### src/rtl/johnson_pkg.sv
// Shared types, constants and helper functions for the Johnson sequencer.
// Code helpers work on a fixed maximum-width vector; callers slice or extend
// to their own register width.
package johnson_pkg;

  // Widest Johnson register the helper functions can describe.
  localparam int unsigned JOHNSON_MAX_W = 64;

  // Direction encoding of the dir input.
  localparam logic DIR_FWD = 1'b0;
  localparam logic DIR_REV = 1'b1;

  // What the sequencer does on the next enabled edge, in priority order.
  typedef enum logic [2:0] {
    ACT_HOLD    = 3'd0,
    ACT_LOAD    = 3'd1,
    ACT_RECOVER = 3'd2,
    ACT_FWD     = 3'd3,
    ACT_REV     = 3'd4
  } step_act_e;

  // Width of a phase index for a register of w bits (2*w phases).
  function automatic int phase_width(input int w);
    return $clog2(2 * w);
  endfunction

  // Mask with the lowest n bits set.
  function automatic logic [JOHNSON_MAX_W-1:0] low_mask(input int unsigned n);
    if (n >= JOHNSON_MAX_W) begin
      return '1;
    end
    return (JOHNSON_MAX_W'(1) << n) - JOHNSON_MAX_W'(1);
  endfunction

  // Johnson code for a phase: phases 0..w fill ones from the bottom,
  // phases w+1..2w-1 then clear them from the bottom again.
  function automatic logic [JOHNSON_MAX_W-1:0] phase_to_code(input int unsigned phase,
                                                             input int unsigned w);
    logic [JOHNSON_MAX_W-1:0] code;
    if (phase <= w) begin
      code = low_mask(phase);
    end else begin
      code = low_mask(w) & ~low_mask(phase - w);
    end
    return code;
  endfunction

  // A legal code is either a run of ones from the bottom (0..01..1) or, within
  // the register width, a run of ones from the top (1..10..0). Each shape is
  // detected by checking that adding one clears every set bit.
  function automatic logic code_is_legal(input logic [JOHNSON_MAX_W-1:0] code,
                                         input int unsigned w);
    logic [JOHNSON_MAX_W-1:0] wmask;
    logic [JOHNSON_MAX_W-1:0] inv;
    wmask = low_mask(w);
    inv   = ~code & wmask;
    if ((code & ~wmask) != '0) begin
      return 1'b0;
    end
    return ((code & (code + JOHNSON_MAX_W'(1))) == '0) ||
           ((inv & (inv + JOHNSON_MAX_W'(1))) == '0);
  endfunction

endpackage

### src/rtl/johnson_seq_core_if.sv
// Control/status bundle between a controller and johnson_seq_core.
// Optional macro JOHNSON_ONEHOT_EN adds the registered onehot phase output.
interface johnson_seq_core_if #(
  parameter int WIDTH   = 8,
  parameter int PRESC_W = 16
);
  import johnson_pkg::*;

  localparam int PHASE_W = phase_width(WIDTH);

  logic               ena;
  logic               run;
  logic               dir;
  logic [PRESC_W-1:0] presc_div;
  logic               load;
  logic [PHASE_W-1:0] load_phase;
  logic [WIDTH-1:0]   q;
  logic [PHASE_W-1:0] phase;
  logic               step_pulse;
  logic               wrap;
  logic               illegal_seen;
`ifdef JOHNSON_ONEHOT_EN
  logic [2*WIDTH-1:0] onehot;
`endif

  // Controller side: drives commands, observes sequencer state.
  modport master (
    output ena, run, dir, presc_div, load, load_phase,
`ifdef JOHNSON_ONEHOT_EN
    input  onehot,
`endif
    input  q, phase, step_pulse, wrap, illegal_seen
  );

  // Sequencer side.
  modport slave (
    input  ena, run, dir, presc_div, load, load_phase,
`ifdef JOHNSON_ONEHOT_EN
    output onehot,
`endif
    output q, phase, step_pulse, wrap, illegal_seen
  );

endinterface

### src/rtl/johnson_prescaler.sv
// Step prescaler: produces a one-cycle tick every div+1 enabled run cycles.
// clr restarts the count (used for phase load and illegal-state recovery).
module johnson_prescaler
  import johnson_pkg::*;
#(
  parameter int PRESC_W = 16
) (
  input  logic               clk,
  input  logic               rst_n,
  input  logic               ena,
  input  logic               run,
  input  logic               clr,
  input  logic [PRESC_W-1:0] div,
  output logic               tick
);

  logic [PRESC_W-1:0] cnt;
  logic               due;

  // The >= compare means a divider lowered below the running count fires on
  // the next enabled cycle instead of wrapping all the way round.
  assign due  = (cnt >= div);
  assign tick = ena & run & ~clr & due;

  // Count enabled run cycles; hold when disabled or not running.
  always_ff @(posedge clk or negedge rst_n) begin
    if (!rst_n) begin
      cnt <= '0;
    end else if (ena) begin
      if (clr) begin
        cnt <= '0;
      end else if (run) begin
        cnt <= due ? '0 : cnt + PRESC_W'(1);
      end
    end
  end

endmodule

### src/rtl/johnson_seq_core.sv
// Johnson (twisted-ring) sequencer with prescaled stepping, direction control,
// phase load and illegal-state self-recovery. All outputs are registered.
// Optional macro JOHNSON_ONEHOT_EN adds a registered onehot phase output.
module johnson_seq_core
  import johnson_pkg::*;
#(
  parameter int WIDTH   = 8,
  parameter int PRESC_W = 16
) (
  input  logic              clk,
  input  logic              rst_n,
  johnson_seq_core_if.slave bus
);

  localparam int PHASE_W = phase_width(WIDTH);
  localparam int PHASES  = 2 * WIDTH;
  localparam logic [PHASE_W-1:0] LAST_PHASE = PHASE_W'(PHASES - 1);

  logic [WIDTH-1:0]   q_r,       q_nxt;
  logic [PHASE_W-1:0] phase_r,   phase_nxt;
  logic               step_r,    step_nxt;
  logic               wrap_r,    wrap_nxt;
  logic               illegal_r, illegal_nxt;

  logic               tick;
  logic               illegal_now;
  logic [PHASE_W-1:0] load_phase_eff;
  logic [WIDTH-1:0]   load_code;
  logic [WIDTH-1:0]   q_fwd;
  logic [WIDTH-1:0]   q_rev;
  logic [PHASE_W-1:0] phase_fwd;
  logic [PHASE_W-1:0] phase_rev;
  step_act_e          act;

  assign illegal_now = ~code_is_legal(JOHNSON_MAX_W'(q_r), 32'(WIDTH));

  // Out-of-range load indices fall back to phase 0.
  assign load_phase_eff = (32'(bus.load_phase) >= 32'(PHASES)) ? '0 : bus.load_phase;
  assign load_code      = WIDTH'(phase_to_code(32'(load_phase_eff), 32'(WIDTH)));

  assign q_fwd     = {q_r[WIDTH-2:0], ~q_r[WIDTH-1]};
  assign q_rev     = {~q_r[0], q_r[WIDTH-1:1]};
  assign phase_fwd = (phase_r == LAST_PHASE) ? '0 : phase_r + PHASE_W'(1);
  assign phase_rev = (phase_r == '0) ? LAST_PHASE : phase_r - PHASE_W'(1);

  johnson_prescaler #(
    .PRESC_W (PRESC_W)
  ) u_presc (
    .clk   (clk),
    .rst_n (rst_n),
    .ena   (bus.ena),
    .run   (bus.run),
    .clr   (bus.load | illegal_now),
    .div   (bus.presc_div),
    .tick  (tick)
  );

  // Pick this cycle's action: load beats recovery, recovery beats stepping.
  always_comb begin
    act = ACT_HOLD;
    if (bus.ena) begin
      if (bus.load) begin
        act = ACT_LOAD;
      end else if (illegal_now) begin
        act = ACT_RECOVER;
      end else if (tick) begin
        act = (bus.dir == DIR_FWD) ? ACT_FWD : ACT_REV;
      end
    end
  end

  // Next register values for the chosen action; pulses default low.
  always_comb begin
    q_nxt       = q_r;
    phase_nxt   = phase_r;
    step_nxt    = 1'b0;
    wrap_nxt    = 1'b0;
    illegal_nxt = illegal_r;
    case (act)
      ACT_LOAD: begin
        q_nxt     = load_code;
        phase_nxt = load_phase_eff;
      end
      ACT_RECOVER: begin
        q_nxt       = '0;
        phase_nxt   = '0;
        illegal_nxt = 1'b1;
      end
      ACT_FWD: begin
        q_nxt     = q_fwd;
        phase_nxt = phase_fwd;
        step_nxt  = 1'b1;
        wrap_nxt  = (phase_r == LAST_PHASE);
      end
      ACT_REV: begin
        q_nxt     = q_rev;
        phase_nxt = phase_rev;
        step_nxt  = 1'b1;
        wrap_nxt  = (phase_r == '0);
      end
      default: begin
      end
    endcase
  end

  // Sequencer state and output pulses.
  always_ff @(posedge clk or negedge rst_n) begin
    if (!rst_n) begin
      q_r       <= '0;
      phase_r   <= '0;
      step_r    <= 1'b0;
      wrap_r    <= 1'b0;
      illegal_r <= 1'b0;
    end else begin
      q_r       <= q_nxt;
      phase_r   <= phase_nxt;
      step_r    <= step_nxt;
      wrap_r    <= wrap_nxt;
      illegal_r <= illegal_nxt;
    end
  end

  assign bus.q            = q_r;
  assign bus.phase        = phase_r;
  assign bus.step_pulse   = step_r;
  assign bus.wrap         = wrap_r;
  assign bus.illegal_seen = illegal_r;

`ifdef JOHNSON_ONEHOT_EN
  logic [PHASES-1:0] onehot_r;

  // Onehot copy of the phase, tracking the same edge as phase_r.
  always_ff @(posedge clk or negedge rst_n) begin
    if (!rst_n) begin
      onehot_r <= PHASES'(1);
    end else begin
      onehot_r <= PHASES'(1) << phase_nxt;
    end
  end

  assign bus.onehot = onehot_r;
`endif

endmodule

### src/flat_wrapper.sv
// flat-port wrapper written by rule: the top's interface ports become plain ports
module johnson_seq_core_flat import johnson_pkg::*;
#(
  parameter int WIDTH   = 8,
  parameter int PRESC_W = 16
)
  (clk, rst_n, bus_ena, bus_run, bus_dir, bus_presc_div, bus_load, bus_load_phase, bus_q, bus_phase, bus_step_pulse, bus_wrap, bus_illegal_seen);
  johnson_seq_core_if #(.WIDTH(WIDTH), .PRESC_W(PRESC_W)) bus_i ();
  input  logic clk;
  input  logic rst_n;
  input wire logic [$bits(bus_i.ena)-1:0] bus_ena;
  input wire logic [$bits(bus_i.run)-1:0] bus_run;
  input wire logic [$bits(bus_i.dir)-1:0] bus_dir;
  input wire logic [$bits(bus_i.presc_div)-1:0] bus_presc_div;
  input wire logic [$bits(bus_i.load)-1:0] bus_load;
  input wire logic [$bits(bus_i.load_phase)-1:0] bus_load_phase;
  output wire logic [$bits(bus_i.q)-1:0] bus_q;
  output wire logic [$bits(bus_i.phase)-1:0] bus_phase;
  output wire logic [$bits(bus_i.step_pulse)-1:0] bus_step_pulse;
  output wire logic [$bits(bus_i.wrap)-1:0] bus_wrap;
  output wire logic [$bits(bus_i.illegal_seen)-1:0] bus_illegal_seen;
  assign bus_i.ena = bus_ena;
  assign bus_i.run = bus_run;
  assign bus_i.dir = bus_dir;
  assign bus_i.presc_div = bus_presc_div;
  assign bus_i.load = bus_load;
  assign bus_i.load_phase = bus_load_phase;
  assign bus_q = bus_i.q;
  assign bus_phase = bus_i.phase;
  assign bus_step_pulse = bus_i.step_pulse;
  assign bus_wrap = bus_i.wrap;
  assign bus_illegal_seen = bus_i.illegal_seen;
  johnson_seq_core #(.WIDTH(WIDTH), .PRESC_W(PRESC_W)) u_core (.clk(clk), .rst_n(rst_n), .bus(bus_i));
endmodule
### config.mk
export PLATFORM = sky130hd
export DESIGN_NAME = johnson_seq_core_flat
export DESIGN_NICKNAME = d
export VERILOG_FILES = /design/src/rtl/johnson_pkg.sv /design/src/rtl/johnson_seq_core_if.sv /design/src/rtl/johnson_prescaler.sv /design/src/rtl/johnson_seq_core.sv /design/src/flat_wrapper.sv
export SDC_FILE = /design/constraint.sdc
export NUM_CORES = 1
export LEC_CHECK = 0
export CORE_MARGIN = 2
export CORE_UTILIZATION = 26
export CTS_BUF_LIST = sky130_fd_sc_hd__clkbuf_16
export CTS_CLUSTER_DIAMETER = 80
export DETAILED_ROUTE_END_ITERATION = 7
export PLACE_DENSITY = 0.4
export SLEW_MARGIN = 10
export SYNTH_ARGS = -nofsm -noshare
export SYNTH_HDL_FRONTEND = slang
export SYNTH_SLANG_ARGS = --single-unit
### constraint.sdc
create_clock -name clk -period 6.67 [get_ports clk]
set_input_delay 1.334 -clock clk [delete_from_list [all_inputs] [get_ports clk]]
set_output_delay 1.334 -clock clk [all_outputs]
set_load 0.02 [all_outputs]
## Word-level counts from Yosys, hierarchy flattened

Index checks and enable logic that the tools add are counted.

- Register bits: 31
- Bits of input ports: 26
- Output and inout port bits: 15

- Add/subtract/negate cells: 8
- $lt $le $gt $ge: 3
- Equality and inequality tests: 5
- Shift-type cells: 2
- Multiplexer cells: 20
- Bitwise operators: 12
- Reductions and logical operators: 8

Operator list:

| kind | number |
|---|---|
| $and 8x64->64 | 2 |
| $logic_not 64->1 | 2 |
| $mux 16 | 3 |
| $ge 32x7->1 const B | 1 |
| $mux 8 | 4 |
| $pmux 8 s4 | 1 |
| $shl 1x32->8 const A | 1 |
| $add 8x1->9 const B | 2 |
| $add 16x1->16 const B | 1 |
| $ge 16x16->1 | 1 |
| $not 8->8 | 2 |
| $pmux 4 s4 | 1 |
| $sub 8x2->8 const B | 2 |
| $mux 3 | 5 |
| $mux 4 | 2 |
| $shl 1x4->8 const A | 1 |
| $eq 3x2->1 const B | 2 |
| $sub 4x4->5 const B | 1 |
| $add 4x1->4 const B | 1 |
| $eq 4x4->1 const B | 1 |
| $le 4x4->1 const B | 1 |
| $logic_not 4->1 | 1 |
| $not 1->1 | 4 |
| $reduce_bool 4->1 | 1 |
| 11 further kinds | 15 |

## Logic depth before layout (Yosys ltp)

- Depth in word-level cells: 17
- Gate-level depth with buffers: 10

## Hierarchy

From an unflattened synthesis, not the netlist that was laid out.

- Cells, all modules: 347
- Area total of the unflattened synthesis: 2,755.1 µm²

By module, submodules not included:

| module | times used | cells each | area an instance (µm²) | sequential area each (µm²) |
|---|---|---|---|---|
| johnson_prescaler | 1 | 182 | 1,477.7 | 400.4 |
| johnson_seq_core | 1 | 165 | 1,277.5 | 375.4 |

## Worst setup path before layout

No wires, ideal clock.

- Kind: input -> register
- Start point: in bus_load_phase[2]
- End point: reg u_core.q_r[6], in the netlist u_core.bus.q[6]
- Arrival: 3.220 ns
- Path slack: 3.371 ns
- Stages on the path: 10
- Buffers on the path: 1
- Cells stage by stage: clkbuf_1 or2_2 or3_1 ha_1 nor4bb_1 a21oi_1 o21ai_0 a211oi_1 a211o_1 mux2i_1

- Cells in the longest elaborated chain, start to end: 9

Ends and longest elaborated chain:

| element | line | RTL |
|---|---|---|
| from (decl) | flat_wrapper.sv:16 | `input wire logic [$bits(bus_i.load_phase)-1:0] bus_load_phase;` |
| $sub 4x4->5 | johnson_pkg.sv:43 | `code = low_mask(w) & ~low_mask(phase - w);` |
| $ge 32x7->1 | johnson_pkg.sv:29 | `if (n >= JOHNSON_MAX_W) begin` |
| $mux 1 | johnson_pkg.sv:29 |  |
| $mux 1 | johnson_pkg.sv:40 | `if (phase <= w) begin` |
| $mux 8 | johnson_pkg.sv:32 | `return (JOHNSON_MAX_W'(1) << n) - JOHNSON_MAX_W'(1);` |
| $mux 8 | johnson_pkg.sv:40 |  |
| $not 8->8 | johnson_pkg.sv:43 |  |
| $mux 8 * | johnson_pkg.sv:40 |  |
| $pmux 8 s4 * | johnson_seq_core.sv:79 | `case (act)` |
| to (signal assigned) | johnson_seq_core.sv:115 | `q_r <= q_nxt;` |
| to (decl) | johnson_seq_core.sv:19 | `logic [WIDTH-1:0] q_r, q_nxt;` |

Every way passes the cells marked *; elsewhere a longest branch is shown, timed or not. The select of a mux whose other input is x is not followed.
A chain may end at the register's enable or synchronous reset.

## Worst setup path after layout

- Start point: in bus_presc_div[13]
- End point: reg u_core.q_r[3], in the netlist u_core.bus.q[3]

- Cells in the longest elaborated chain, start to end: 8

Ends and longest elaborated chain:

| element | line | RTL |
|---|---|---|
| from (decl) | flat_wrapper.sv:14 | `input wire logic [$bits(bus_i.presc_div)-1:0] bus_presc_div;` |
| $ge 16x16->1 * | johnson_prescaler.sv:22 | `assign due = (cnt >= div);` |
| $and 1x1->1 * | johnson_prescaler.sv:23 | `assign tick = ena & run & ~clr & due;` |
| $mux 3 * | johnson_seq_core.sv:66 | `end else if (tick) begin` |
| $mux 3 * | johnson_seq_core.sv:64 | `end else if (illegal_now) begin` |
| $mux 3 * | johnson_seq_core.sv:62 | `if (bus.load) begin` |
| $mux 3 * | johnson_seq_core.sv:61 | `if (bus.ena) begin` |
| $eq 3x3->1, or another cell as far along | johnson_seq_core.sv:79 |  |
| $pmux 8 s4 or $reduce_bool 4->1 (tied branches) | - |  |

Every way passes the cells marked *; elsewhere a longest branch is shown, timed or not.

==> impl_metrics.csv <==
group,metric,value,unit
run_status,status,"completed",
detailed_routing,dr_total_vias,2567,
sta,setup_viol,0,
sta,hold_viol_final,0,
sta,clock_skew,0.00612,ns
min_path,min_path_type,"reg -> reg",
synthesis,ys_ff_latch,31,
pwr,peakVddDrop,0.0000921,V
critical_path,critPathKind,"in -> reg",
placed_design,dpl.hpwl,5.52,mm
pwr,powerDensity,195,mW/mm^2
grt,grt_first_pass_wirelength,12.8,mm
clocking,hold_buffers,0,
clocking,clk_pin_slew_worst_paths,0.05,ns
detailed_routing,drt_iter0_drc,97,
critical_path,crit_fanout,27,
grt,grt_use_total,14.3,%
synthesis,synthFlopType,"dfrtp_1",
finish,n_antenna_cell,0,
critical_path,crit_start,"bus_presc_div[13]",
critical_path,endpoint_kind,"register",
critical_path,cp.required,6.83,ns
sta,max_freq,271,MHz
clocking,cts.path.max_buffers,2,
critical_path,setup.worst_path.start_class,"input port",
floorplan,die_w,106,um
finish,final_cell_mix,"clkdlybuf4s50_1, inv_1, dfrtp_1",
sta,worst_pin_slew,0.781,ns
sta,hold_slack,0.484,ns
sta,finalSetupTns,0,ns
synthesis,synth_nets,381,
synthesis,synth_warnings,0,
pwr,total_power,660,uW
pwr,p_leak,1.52,nW
finish,layout.nets,414,
placed_design,place_congestion,0.743,
critical_path,worstReg2RegStart,"u_core.bus.q[1]",
floorplan,die-area,0.0113,mm^2
synthesis,synth-edff-count,0,
clocking,cts_buffers,5,
finish,fin_util,33.1,%
detailed_routing,drc,0,
detailed_routing,totalWireLength,7.69,mm
critical_path,worstSetupEndpoint,"u_core.bus.q[3]",
clocking,clkLatencyLatePin,0.28,ns
sta,rsz0062_at_grt,"no",
critical_path,rrSetupSlack,3.92,ns
grt,antenna_found_initial,0,
grt,first_global_vias,2487,
clocking,cts_setup_buffers,0,
clocking,cts_tree,"yes",
sta,final_max_slew_viol_count,0,
finish,area_growth,25.0,%
detailed_routing,wl_per_cell,15.3,um
detailed_routing,drtAntennaViolNets,0,
finish,drive_gt1_share,6.01,%
floorplan,initial_utilization,26.5,%
floorplan,io_pins,41,
clocking,cts_sinks,31,
synthesis,syn_inst,332,
grt,grt_max_degree,32,
critical_path,r2r_end,"u_core.bus.phase[3]",
placed_design,port_buffers,40,
synthesis,yosysUniqueCellTypes,53,
synthesis,syn_area,0.00271,mm^2
synthesis,avgSynthCellArea,8.16,um^2
critical_path,cp.arrival,3.85,ns
finish,final_cells,502,
sta,period_share,55.3,%
clocking,cts.repair.resized,0,
sta,period_needed,3.69,ns
finish,final_common_cell,"clkdlybuf4s50_1",
floorplan,core_area,0.0102,mm^2
clocking,cts_root_buf,"clkbuf_16",
synthesis,synthArstFlopShare,100,%
critical_path,reg2regPathDepth,6,
sta,max_slew_margin,47.8,%
detailed_routing,viasPerCell,5.11,
placed_design,dp.cells,494,
grt,overflow,0,
detailed_routing,dr.pass1.iters,4,
synthesis,synth_seq_area_share,28.6,%
job,maxCapViolations,0,
floorplan,num_rows,37,
floorplan,die_h,106,um
clocking,h-tree-depth,2,
-- routing by layer --
metal | track usage (%) | vias to the layer above | wire, um
met5 | 0 | - | 0
met4 | 4.14 | 0 | 71
met3 | 1.96 | 6 | 280
met2 | 23.9 | 57 | 3620
met1 | 19.3 | 1220 | 3710
li1 | - | 1284 | -
-- cells in the mapped netlist, types with 2 or more instances --
cell / n / share of area (%)
mux2_2: 4 / 1.7
buf_1: 2 / 0.28
or3_1: 2 / 0.46
a31o_2: 2 / 0.65
dfrtp_1: 31 / 29
clkbuf_1: 9 / 1.2
o211ai_1: 8 / 2.2
nand2b_1: 4 / 0.92
o31ai_1: 3 / 0.83
a211oi_1: 2 / 0.55
nand4_1: 9 / 2.1
and2_1: 6 / 1.4
a211o_1: 2 / 0.65
nor2_1: 19 / 2.6
a311o_1: 2 / 0.74
nor2b_1: 8 / 1.8
mux2i_1: 12 / 4.4
o221ai_1: 3 / 0.97
nand2_1: 30 / 4.2
mux2_4: 2 / 1.1
nor3_1: 4 / 0.74
and3_1: 7 / 1.6
xnor2_1: 2 / 0.65
and4_1: 2 / 0.65
a21oi_1: 21 / 3.9
a31oi_1: 18 / 4.2
nand3_1: 16 / 3.0
o21ai_0: 14 / 2.6
ha_1: 23 / 11
inv_1: 34 / 4.7
buf_2: 4 / 0.74
nand3b_1: 6 / 1.7
-- flip-flops by register name, summed over array words and instances, names as in the netlist --
signal	cells
u_core.bus.q	8
u_core.bus.phase	4
u_core.bus.illegal_seen	1
u_core.bus.step_pulse	1
u_core.bus.wrap	1
u_core.u_presc.cnt	16
-- final cells by class --
cell class                      count  area (um^2)
Sequential cell                    31          776
Fill cell                        1097         6850
Multi-Input combinational cell    251         1730
Timing Repair Buffer               42          415
Clock buffer                        5          125
Clock inverter                      3         38.8
Tap cell                          136          170
Inverter                           34          128
-- stage by stage --
step / area (um^2) / setup slack (ns)
finish: 3390 / 2.98
CTS: 3390 / 2.93
detailed placement: 3220 / 2.65
floorplan: 2710 / 3.37
global placement: 3220 / 2.63
global route: 3390 / 2.70
-- worst min path at each step --
stage	from	to	slack (ns)	cells after the start
after floorplan	u_core.u_presc.cnt[12]	u_core.u_presc.cnt[12]	0.47	1
after global placement	u_core.bus.illegal_seen	u_core.bus.illegal_seen	0.47	1
after detailed placement	u_core.bus.illegal_seen	u_core.bus.illegal_seen	0.47	1
after CTS	u_core.bus.illegal_seen	u_core.bus.illegal_seen	0.49	1
after global routing	u_core.bus.illegal_seen	u_core.bus.illegal_seen	0.51	1
final	u_core.bus.illegal_seen	u_core.bus.illegal_seen	0.48	1
-- logic make-up (layout without fill, tap and decap cells) --
family / Yosys count / count (layout) / synth area share, %
compound gates: 89 / 89 / 22.4
fa+ha+maj: 23 / 23 / 10.6
mux: 18 / 18 / 7.21
buf+inv: 50 / 84 / 7.39
simple gates: 118 / 118 / 22.8
flops: 31 / 31 / 28.6
xor+xnor: 3 / 3 / 0.970
-- critical path: stages --
cell and delay (ns):
clkdlybuf4s50_1 0.45, inv_1 0.04, ha_1 0.29, a21oi_1 0.15, nor2_1 0.05, a211oi_1 0.34, o211a_1 0.21, buf_4 0.29
nand2b_4 0.32, mux2_2 0.37
-- power by group --
| part | total [mW] | switching (mW) | leakage [nW] | internal, mW |
|---|---|---|---|---|
| registers | 0.226 | 0.0256 | 0.414 | 0.200 |
| logic | 0.171 | 0.0906 | 1.03 | 0.0808 |
| clock network | 0.263 | 0.0884 | 0.0812 | 0.174 |
| total | 0.660 | 0.205 | 1.52 | 0.455 |
No activity file was read; power rests on OpenSTA's default activity.
